File: src/rtl/load_use_stall_controller.sv
// Load-use hazard detector with a multi-cycle bubble FSM, a memory-busy
// pipeline freeze and a saturating count of inserted bubbles.
module load_use_stall_controller #(
  parameter int NUM_SRC           = 2,
  parameter int ADDR_WIDTH        = 5,
  parameter int LOAD_STALL_CYCLES = 1,
  parameter int IGNORE_X0         = 1,
  parameter int CNT_WIDTH         = 16
) (
  input  logic                          CLK,
  input  logic                          RESET,
  input  logic [ADDR_WIDTH-1:0]         REG_WRITE_ADDR_EX,
  input  logic                          MEM_READ_EN_EX,
  input  logic [NUM_SRC*ADDR_WIDTH-1:0] ADDR_ID,
  input  logic [NUM_SRC-1:0]            OP_SEL_ID,
  input  logic                          MEM_BUSY,
  output logic                          LU_HAZARD,
  output logic                          PC_WRITE_EN,
  output logic                          IF_ID_WRITE_EN,
  output logic                          ID_EX_BUBBLE,
  output logic                          PIPE_FREEZE,
  output logic [CNT_WIDTH-1:0]          STALL_COUNT
);

  localparam logic [0:0] IDLE     = 1'b0;
  localparam logic [0:0] LU_STALL = 1'b1;
  localparam logic [3:0] REM_INIT = 4'(LOAD_STALL_CYCLES - 1);

  logic [0:0]           state_reg, state_next;
  logic [3:0]           rem_reg, rem_next;
  logic [CNT_WIDTH-1:0] cnt_reg, cnt_next;
  logic [NUM_SRC-1:0]   match;
  logic                 x0_block;

  // A load to x0 never produces a usable value, so it cannot create a hazard.
  assign x0_block = (IGNORE_X0 != 0) && (REG_WRITE_ADDR_EX == '0);

  genvar gi;
  generate
    for (gi = 0; gi < NUM_SRC; gi++) begin : g_match
      assign match[gi] = MEM_READ_EN_EX && !OP_SEL_ID[gi] && !x0_block &&
                         (ADDR_ID[gi*ADDR_WIDTH +: ADDR_WIDTH] == REG_WRITE_ADDR_EX);
    end
  endgenerate

  assign LU_HAZARD = !RESET && (|match);

  always_comb begin
    PC_WRITE_EN    = 1'b1;
    IF_ID_WRITE_EN = 1'b1;
    ID_EX_BUBBLE   = 1'b0;
    PIPE_FREEZE    = 1'b0;
    if (RESET) begin
      PC_WRITE_EN    = 1'b1;
    end else if (MEM_BUSY) begin
      PIPE_FREEZE    = 1'b1;
      PC_WRITE_EN    = 1'b0;
      IF_ID_WRITE_EN = 1'b0;
    end else if (state_reg == LU_STALL || LU_HAZARD) begin
      PC_WRITE_EN    = 1'b0;
      IF_ID_WRITE_EN = 1'b0;
      ID_EX_BUBBLE   = 1'b1;
    end
  end

  // A memory freeze holds the FSM exactly where it is.
  always_comb begin
    state_next = state_reg;
    rem_next   = rem_reg;
    if (!MEM_BUSY) begin
      if (state_reg == IDLE) begin
        if (LU_HAZARD && LOAD_STALL_CYCLES > 1) begin
          state_next = LU_STALL;
          rem_next   = REM_INIT;
        end
      end else begin
        rem_next = rem_reg - 4'd1;
        if (rem_reg == 4'd1) begin
          state_next = IDLE;
        end
      end
    end
  end

  always_comb begin
    cnt_next = cnt_reg;
    if (ID_EX_BUBBLE && (cnt_reg != '1)) begin
      cnt_next = cnt_reg + CNT_WIDTH'(1);
    end
  end

  always_ff @(posedge CLK) begin
    if (RESET) begin
      state_reg <= IDLE;
      rem_reg   <= 4'd0;
      cnt_reg   <= '0;
    end else begin
      state_reg <= state_next;
      rem_reg   <= rem_next;
      cnt_reg   <= cnt_next;
    end
  end

  assign STALL_COUNT = cnt_reg;

endmodule

File: config.mk
export PLATFORM = sky130hd
export DESIGN_NAME = load_use_stall_controller
export DESIGN_NICKNAME = d
export VERILOG_FILES = /design/src/rtl/load_use_stall_controller.sv
export SDC_FILE = /design/constraint.sdc
export NUM_CORES = 1
export LEC_CHECK = 0
export ABC_AREA = 1
export BUFFER_PORTS_ARGS = -buffer_cell sky130_fd_sc_hd__buf_2
export CORE_UTILIZATION = 57
export CTS_CLUSTER_SIZE = 24
export DETAILED_ROUTE_END_ITERATION = 7
export PLACE_DENSITY = 0.91
export SYNTH_ARGS = -nofsm -noshare
export SYNTH_HDL_FRONTEND = slang
export SYNTH_SLANG_ARGS = --single-unit
File: constraint.sdc
create_clock -name CLK -period 2.2 [get_ports CLK]
set_input_delay 0.33 -clock CLK [delete_from_list [all_inputs] [get_ports CLK]]
set_output_delay 0.33 -clock CLK [all_outputs]
set_load 0.005 [all_outputs]
* After elaboration in Yosys (flattened, before gate mapping) *
Cells that the tools add are included.

storage, ports and cells
  register bits after elaboration = 21
  bits of input ports = 21
  output and inout port bits = 21
  word-level logic and storage cells = 36

operators by class
  add/subtract/negate cells = 2
  eq/ne operators = 4
  mux-type cells = 10
  bitwise operators = 1
  reductions and logical operators = 16

operators with widths
  operator                                          count
  adder 16 x 1 -> 16 bit, second input constant     1
  inequality test 16 bit, second input constant     1
  == test 5 bit                                     2
  two-way mux 1 bit                                 10
  logical AND 1 bit                                 8
  logical NOT 5 bit                                 1
  == test 4 x 1 -> 1 bit, second input constant     1
  logical NOT 1 bit                                 4
  subtractor 4 x 1 -> 4 bit, second input constant  1
  AND reduction 2 bit                               1
  OR reduction 2 bit                                1
  logical OR 1 bit                                  1
  NOT 1 bit                                         1

* Logic depth before layout (Yosys ltp) *
Gate-level depths: netlist of run 1.

  word-level depth = 11
  mapped depth = 13
  gate-level depth less buffers = 12

* Worst setup path after synthesis of run 1 *
OpenSTA, ideal clock, no wires.

  path type = input to output
  start point = input REG_WRITE_ADDR_EX[3]
  end point = output PC_WRITE_EN
  arrival time = 1.389 ns
  required time = 1.870 ns
  setup slack = 0.481 ns
  cell stages on the path = 9
  buffers on the path = 2
  cells stage by stage = inv_2 nand4_1 o21ai_0 inv_1 nand2_4 nand2_8 buf_4 o21ai_0 buf_4

on the way
  longest elaborated chain between the ends = 10
  elaborated cells between the ends (all ways) = 14
  classes of those cells = 2 x eq/ne; 3 x mux; 9 x reduce/logical

ends and longest elaborated chain
  element                           line  RTL
  start, declared                   12    input logic [ADDR_WIDTH-1:0] REG_WRITE_ADDR_EX,
  logical NOT 5 bit                 36    assign x0_block = (IGNORE_X0 != 0) && (REG_WRITE_ADDR_EX == '0);
  logical NOT 1 bit                 41    assign match[gi] = MEM_READ_EN_EX && !OP_SEL_ID[gi] && !x0_block &&
  logical AND 1 bit (2 in a row)    41
  OR reduction 2 bit *              46    assign LU_HAZARD = !RESET && (|match);
  logical AND 1 bit *               46
  logical OR 1 bit *                59    end else if (state_reg == LU_STALL || LU_HAZARD) begin
  two-way mux 1 bit * (3 in a row)  n/a
  end, declared                     18    output logic PC_WRITE_EN,

Mark *: on every way between the ends. The rest lies on a longest branch, timed or not.

* Final worst setup path of run 1 *
  start point = input REG_WRITE_ADDR_EX[3]
  end point = output IF_ID_WRITE_EN

on the way
  longest elaborated chain between the ends = 10
  elaborated cells between the ends (all ways) = 14
  classes of those cells = 2 x eq/ne; 3 x mux; 9 x reduce/logical

ends and longest elaborated chain
  element                         line  RTL
  logical NOT 5 bit               36
  logical NOT 1 bit               41
  logical AND 1 bit (2 in a row)  41
  OR reduction 2 bit *            46
  logical AND 1 bit *             46
  logical OR 1 bit *              59
  two-way mux 1 bit *             59
  two-way mux 1 bit *             55    end else if (MEM_BUSY) begin
  two-way mux 1 bit *             53    if (RESET) begin
  end, declared                   19    output logic IF_ID_WRITE_EN,

Marks and branches as above.

==> results of run 1 <==
## worst min path at each step
stage	start	slack, ns	cells past startpoint	to
after CTS	RESET	0.34	2	STALL_COUNT[10]
after detailed placement	state_reg	0.44	2	state_reg
final	RESET	0.34	2	STALL_COUNT[10]
after global placement	state_reg	0.44	2	state_reg
after floorplan	RESET	0.40	1	rem_reg[0]
after global routing	RESET	0.35	2	STALL_COUNT[10]
## routing by layer
metal / vias to the layer above / share of wire, % / track usage, %
met2: 41 / 45 / 40.4
met1: 707 / 49 / 30.4
met3: 5 / 5.4 / 3.55
met4: 0 / 0.96 / 8.75
li1: 902 / - / -
met5: - / 0 / 0
## cell type report
type	count	area (um^2)	area share, %
inverter	53	199	10.8
sequential	21	420	22.9
multi-input combinational	187	932	50.7
clock buffer	3	22.5	1.23
tap	30	37.5	2.04
timing repair buffer	43	220	12.0
clock inverter	1	5.00	0.272
## cells in the final DEF, fill, tap and decap left out, types with 2 or more instances in the layout
master | Yosys | routed
o21ai_0 | 4 | 4
dfxtp_1 | 21 | 21
nor3_1 | 3 | 3
nand3_1 | 15 | 15
clkbuf_4 | 0 | 3
nand2_1 | 80 | 80
ha_1 | 3 | 3
inv_2 | 7 | 7
buf_2 | 1 | 41
nand4_1 | 13 | 13
a21oi_1 | 4 | 4
nor2_1 | 41 | 41
nor2_4 | 2 | 2
nor2_2 | 6 | 6
inv_1 | 46 | 46
nand2_2 | 2 | 2
buf_4 | 3 | 2
nand3_2 | 8 | 8
## metrics by stage
step | hold WS, ns | power [mW] | std cells | setup slack, ns | instance area (um^2)
after CTS | 0.345 | 0.664 | 338 | 0.440 | 1840
after floorplan | 0.399 | 0.440 | 268 | 0.481 | 1610
after detailed placement | 0.438 | 0.473 | 334 | 0.451 | 1810
after global placement | 0.439 | 0.471 | 334 | 0.475 | 1810
after global routing | 0.354 | 0.696 | 338 | 0.231 | 1840
final | 0.343 | 0.658 | 338 | 0.426 | 1840
## cells in the mapped netlist, drive strengths merged
cell type,instances,area share [%]
nand3,23,9.7
ha,3,2.3
buf,5,3.0
a21oi,4,1.2
xnor2,1,0.55
nand4,14,6.4
dfxtp,21,26
nor4,1,0.39
inv,53,12
o21ai,4,1.2
nor2,49,13
clkbuf,2,0.47
a41oi,1,0.55
nand2,84,21
nor3,3,0.93
## kinds of logic (layout without fill, tap and decap cells)
family / after synthesis / in the layout / share of synthesized area [%]
DFF: 21 / 21 / 26.2
buffers and inverters: 60 / 100 / 15.8
and+or+nand+nor: 174 / 174 / 52.1
xor gates and xnor gates: 1 / 1 / 0.545
AOI/OAI and AO/OA: 9 / 9 / 3.04
adders and majority gates: 3 / 3 / 2.34
## report_power, final
group | switching (mW) | internal [mW] | total, mW
combinational | 0.0514 | 0.0323 | 0.0837
clock | 0.126 | 0.0680 | 0.194
sequential | 0.000355 | 0.380 | 0.381
total | 0.178 | 0.481 | 0.658
## critical path: stages
cell and delay [ns]:
buf_2 0.12, inv_2 0.06, nand4_1 0.10, o21ai_0 0.15, inv_1 0.09, nand2_4 0.10, nand2_8 0.13, o21ai_0 0.22
buf_2 0.15
==> metrics.cfg, run 1 <==
[clock_network]
clk_latency_ns=0.31
cts_resized=0
hold_buffers=0
path_clk_slew_ns=0.13
htreeDepth=1
cts_root_buf=clkbuf_4
cts_setup_buffers=0
clockBufferDepth=2
cts_sinks=21
cts_buffers=3
cts_tree=done

[timing]
period_needed_ns=1.77
tightest_slew_ns=0.287
skew_ns=0.0113
fmax_ghz=0.564
finalSetupViolCount=0
rsz0062_at_grt=no
slew-limit-headroom_pct=80.8
final.period_utilization_pct=80.7
slew_viol_final=0
hold_viol=0
setup-tns-final_ns=0

[setup_path]
reg2reg_slack_ns=0.61
r2r_cells=10
endpoint=IF_ID_WRITE_EN
startpoint=REG_WRITE_ADDR_EX[3]
cp-end-kind=primary output
cp_max_fo=28
r2r-end=STALL_COUNT[10]
reg2reg_from=STALL_COUNT[1]
cp_data_required_time_ns=1.87
crit_type=in2out
cp-start-kind=input pin
critPathArrivalTime_ns=1.44

[grt]
grt_pass1_wl_um=5340
grt.overflow.total=0
grt_pass1_vias=1350
grt_max_degree=29
grt_usage_pct=23.9
grt_antenna_before_repair=0

[die]
die-area_um2=3030
num_rows=18
ioPinCount=42
core_area_um2=2570
die_height_um=55.1
start_util_pct=62.6
die_w_um=55.1

[routing]
drc=0
via_count=1655
drtIter0Drc=32
wl_per_cell_um=9.58
first_pass_iters=4
detail_route.vias_per_cell=4.90
postRouteAntennaNets=0
wl_um=3240

[layout]
drive_above_1_share_pct=24.4
fill_cells=235
fin_util_pct=71.5
largest_register_ffs=16
fin_nets=333
insertedDiodeCount=0
area_growth_pct=14.3

[place]
place.gp.congestion=0.823
place_hpwl_um=2410
io_buffers=41

[power]
leakage_nw=0.985
ir_drop_mv=0.266
powerDensity_nw_per_um2=359

[outcome]
status=finished clean

[min_path]
hp-class=in2reg

[logic_synthesis]
yosysUniqueCellTypes=25
seq_area_frac_synth_pct=26.2
synth-seq-cells=21
synth_area_um2=1610
yosys_warnings=0
synthCells=268
avgSynthCellArea_um2=5.99
syn_nets=292

[flow_run]
max-cap-violations=0

Note: power is estimated with default switching activity, not from simulation.
==> run 2, diff against run 1 <==
CORE_UTILIZATION = 48   (was 57)
PLACE_DENSITY = 0.83   (was 0.91)
clock period = 1.6 ns   (was 2.2 ns; I/O delays follow)
==> run 2 against run 1 <==
  * Combinational power rose by 41%
  * Count of clock-buffer cells in the layout increased by 1
  * Worst setup slack worse by 0.29 ns
  * Die area rose by 18%
==> metrics.cfg, run 2 (synthesis gave the netlist of run 1 again) <==
[routing]
wl_per_cell_um=9.27
routed.top_layer=met4
detail_route.vias_per_cell=4.68
met2_length_um=1510
drtIter0Drc=47
first_pass_iters=5
drc=0
postRouteAntennaNets=0
wl_met1_um=1710
wl_um=3350
via_count=1690
wl_met3_um=112

[place]
place.gp.congestion=0.867
place_hpwl_um=2630
io_buffers=41
placed_cell_area_um2=1890

[grt]
grt_pass1_wl_um=5410
grt_max_degree=27
grt_pass1_vias=1366
grt_usage_pct=19.0
grt_antenna_before_repair=0
grt.overflow.total=0

[clock_network]
clockBufferDepth=2
cts_sinks=21
cts_tree=done
path_clk_slew_ns=0.13
hold_buffers=0
clk_latency_ns=0.30
cts_buffers=3
htreeDepth=1
cts_root_buf=clkbuf_4

[setup_path]
cp_data_required_time_ns=1.36
cp-end-kind=primary output
cp-start-kind=input pin
cp_max_fo=11
reg2reg_from=STALL_COUNT[1]
critPathArrivalTime_ns=1.22
reg2reg_slack_ns=0.15
crit_type=in2out
startpoint=REG_WRITE_ADDR_EX[3]

[power]
ir_drop_mv=0.389
powerDensity_nw_per_um2=466
leakage_nw=1.03

[timing]
slew_viol_final=0
final.period_utilization_pct=91.3
period_needed_ns=1.46
fmax_ghz=0.685
hold_ws_ns=0.309
rsz0062_at_grt=no
skew_ns=0.0165
hold_viol=0
slew-limit-headroom_pct=80.8
setup-tns-final_ns=0
finalSetupViolCount=0
tightest_slew_ns=0.287

[layout]
fill_cells=338
drive_above_1_share_pct=27.8
final_cell_mix=nand2_1, inv_1, nor2_1, buf_2, dfxtp_1
largest_register_ffs=16
fin_util_pct=62.2
insertedDiodeCount=0
fin_area_um2=1930
layout_commonest_cell=nand2_1
area_growth_pct=20.1
fin_nets=342

[flow_run]
max-cap-violations=0

[die]
die-area_um2=3580
ioPinCount=42
die_height_um=59.9
die_w_um=59.9
core_area_um2=3100
start_util_pct=51.8
num_rows=20

[min_path]
holdCritStartpoint=RESET
hp-class=in2reg

[outcome]
status=finished clean

run 2: changes by cell type in the layout (fill, tap and decap cells not counted), sizes merged:
cell    delta
buf        +9
clkbuf     +1
clkinv     -1
run 2: cell type report:
type / instances / area [um^2] / area share (%)
timing repair buffer: 52 / 288 / 14.9
clock buffer: 4 / 26.3 / 1.36
sequential: 21 / 424 / 22.0
multi-input combinational: 187 / 937 / 48.6
tap: 44 / 55.1 / 2.85
inverter: 53 / 199 / 10.3
run 2: metrics by stage:
stage / setup slack [ns] / instances / total power, mW
finish: 0.139 / 361 / 0.899
CTS: 0.0443 / 360 / 0.916
detailed placement: 0.0432 / 356 / 0.653
global placement: 0.0702 / 356 / 0.651
floorplan: 0.0614 / 268 / 0.605
global route: 0.00396 / 361 / 0.946
run 2: repair_timing:
action,in CTS,in global routing
endpoints found under the setup margin,0,14
buffers inserted,0,1
resized for setup,0,6
run 2: path summary, 6_finish.rpt:
path / to / depth (start not counted)
hold reg to reg: state_reg / 2
setup / recovery: IF_ID_WRITE_EN / 9
hold / removal: STALL_COUNT[5] / 3
setup reg to reg: STALL_COUNT[7] / 10
run 2: critical path, stage by stage:
cell     delay (ns)
buf_2          0.12
inv_2          0.06
nand4_1        0.09
o21ai_0        0.14
inv_1          0.08
nand2_4        0.10
nand2_8        0.07
o21ai_1        0.17
buf_2          0.14
run 2: per-layer routing:
metal	vias up	track usage (%)
met5	-	0
met4	0	3.65
met3	2	1.95
met2	25	30.8
met1	741	27.2
li1	922	-
run 2: power breakdown:
part | internal, mW | switching, mW
registers | 0.523 | 0.000360
clock network | 0.0970 | 0.161
logic | 0.0469 | 0.0711
total | 0.667 | 0.232
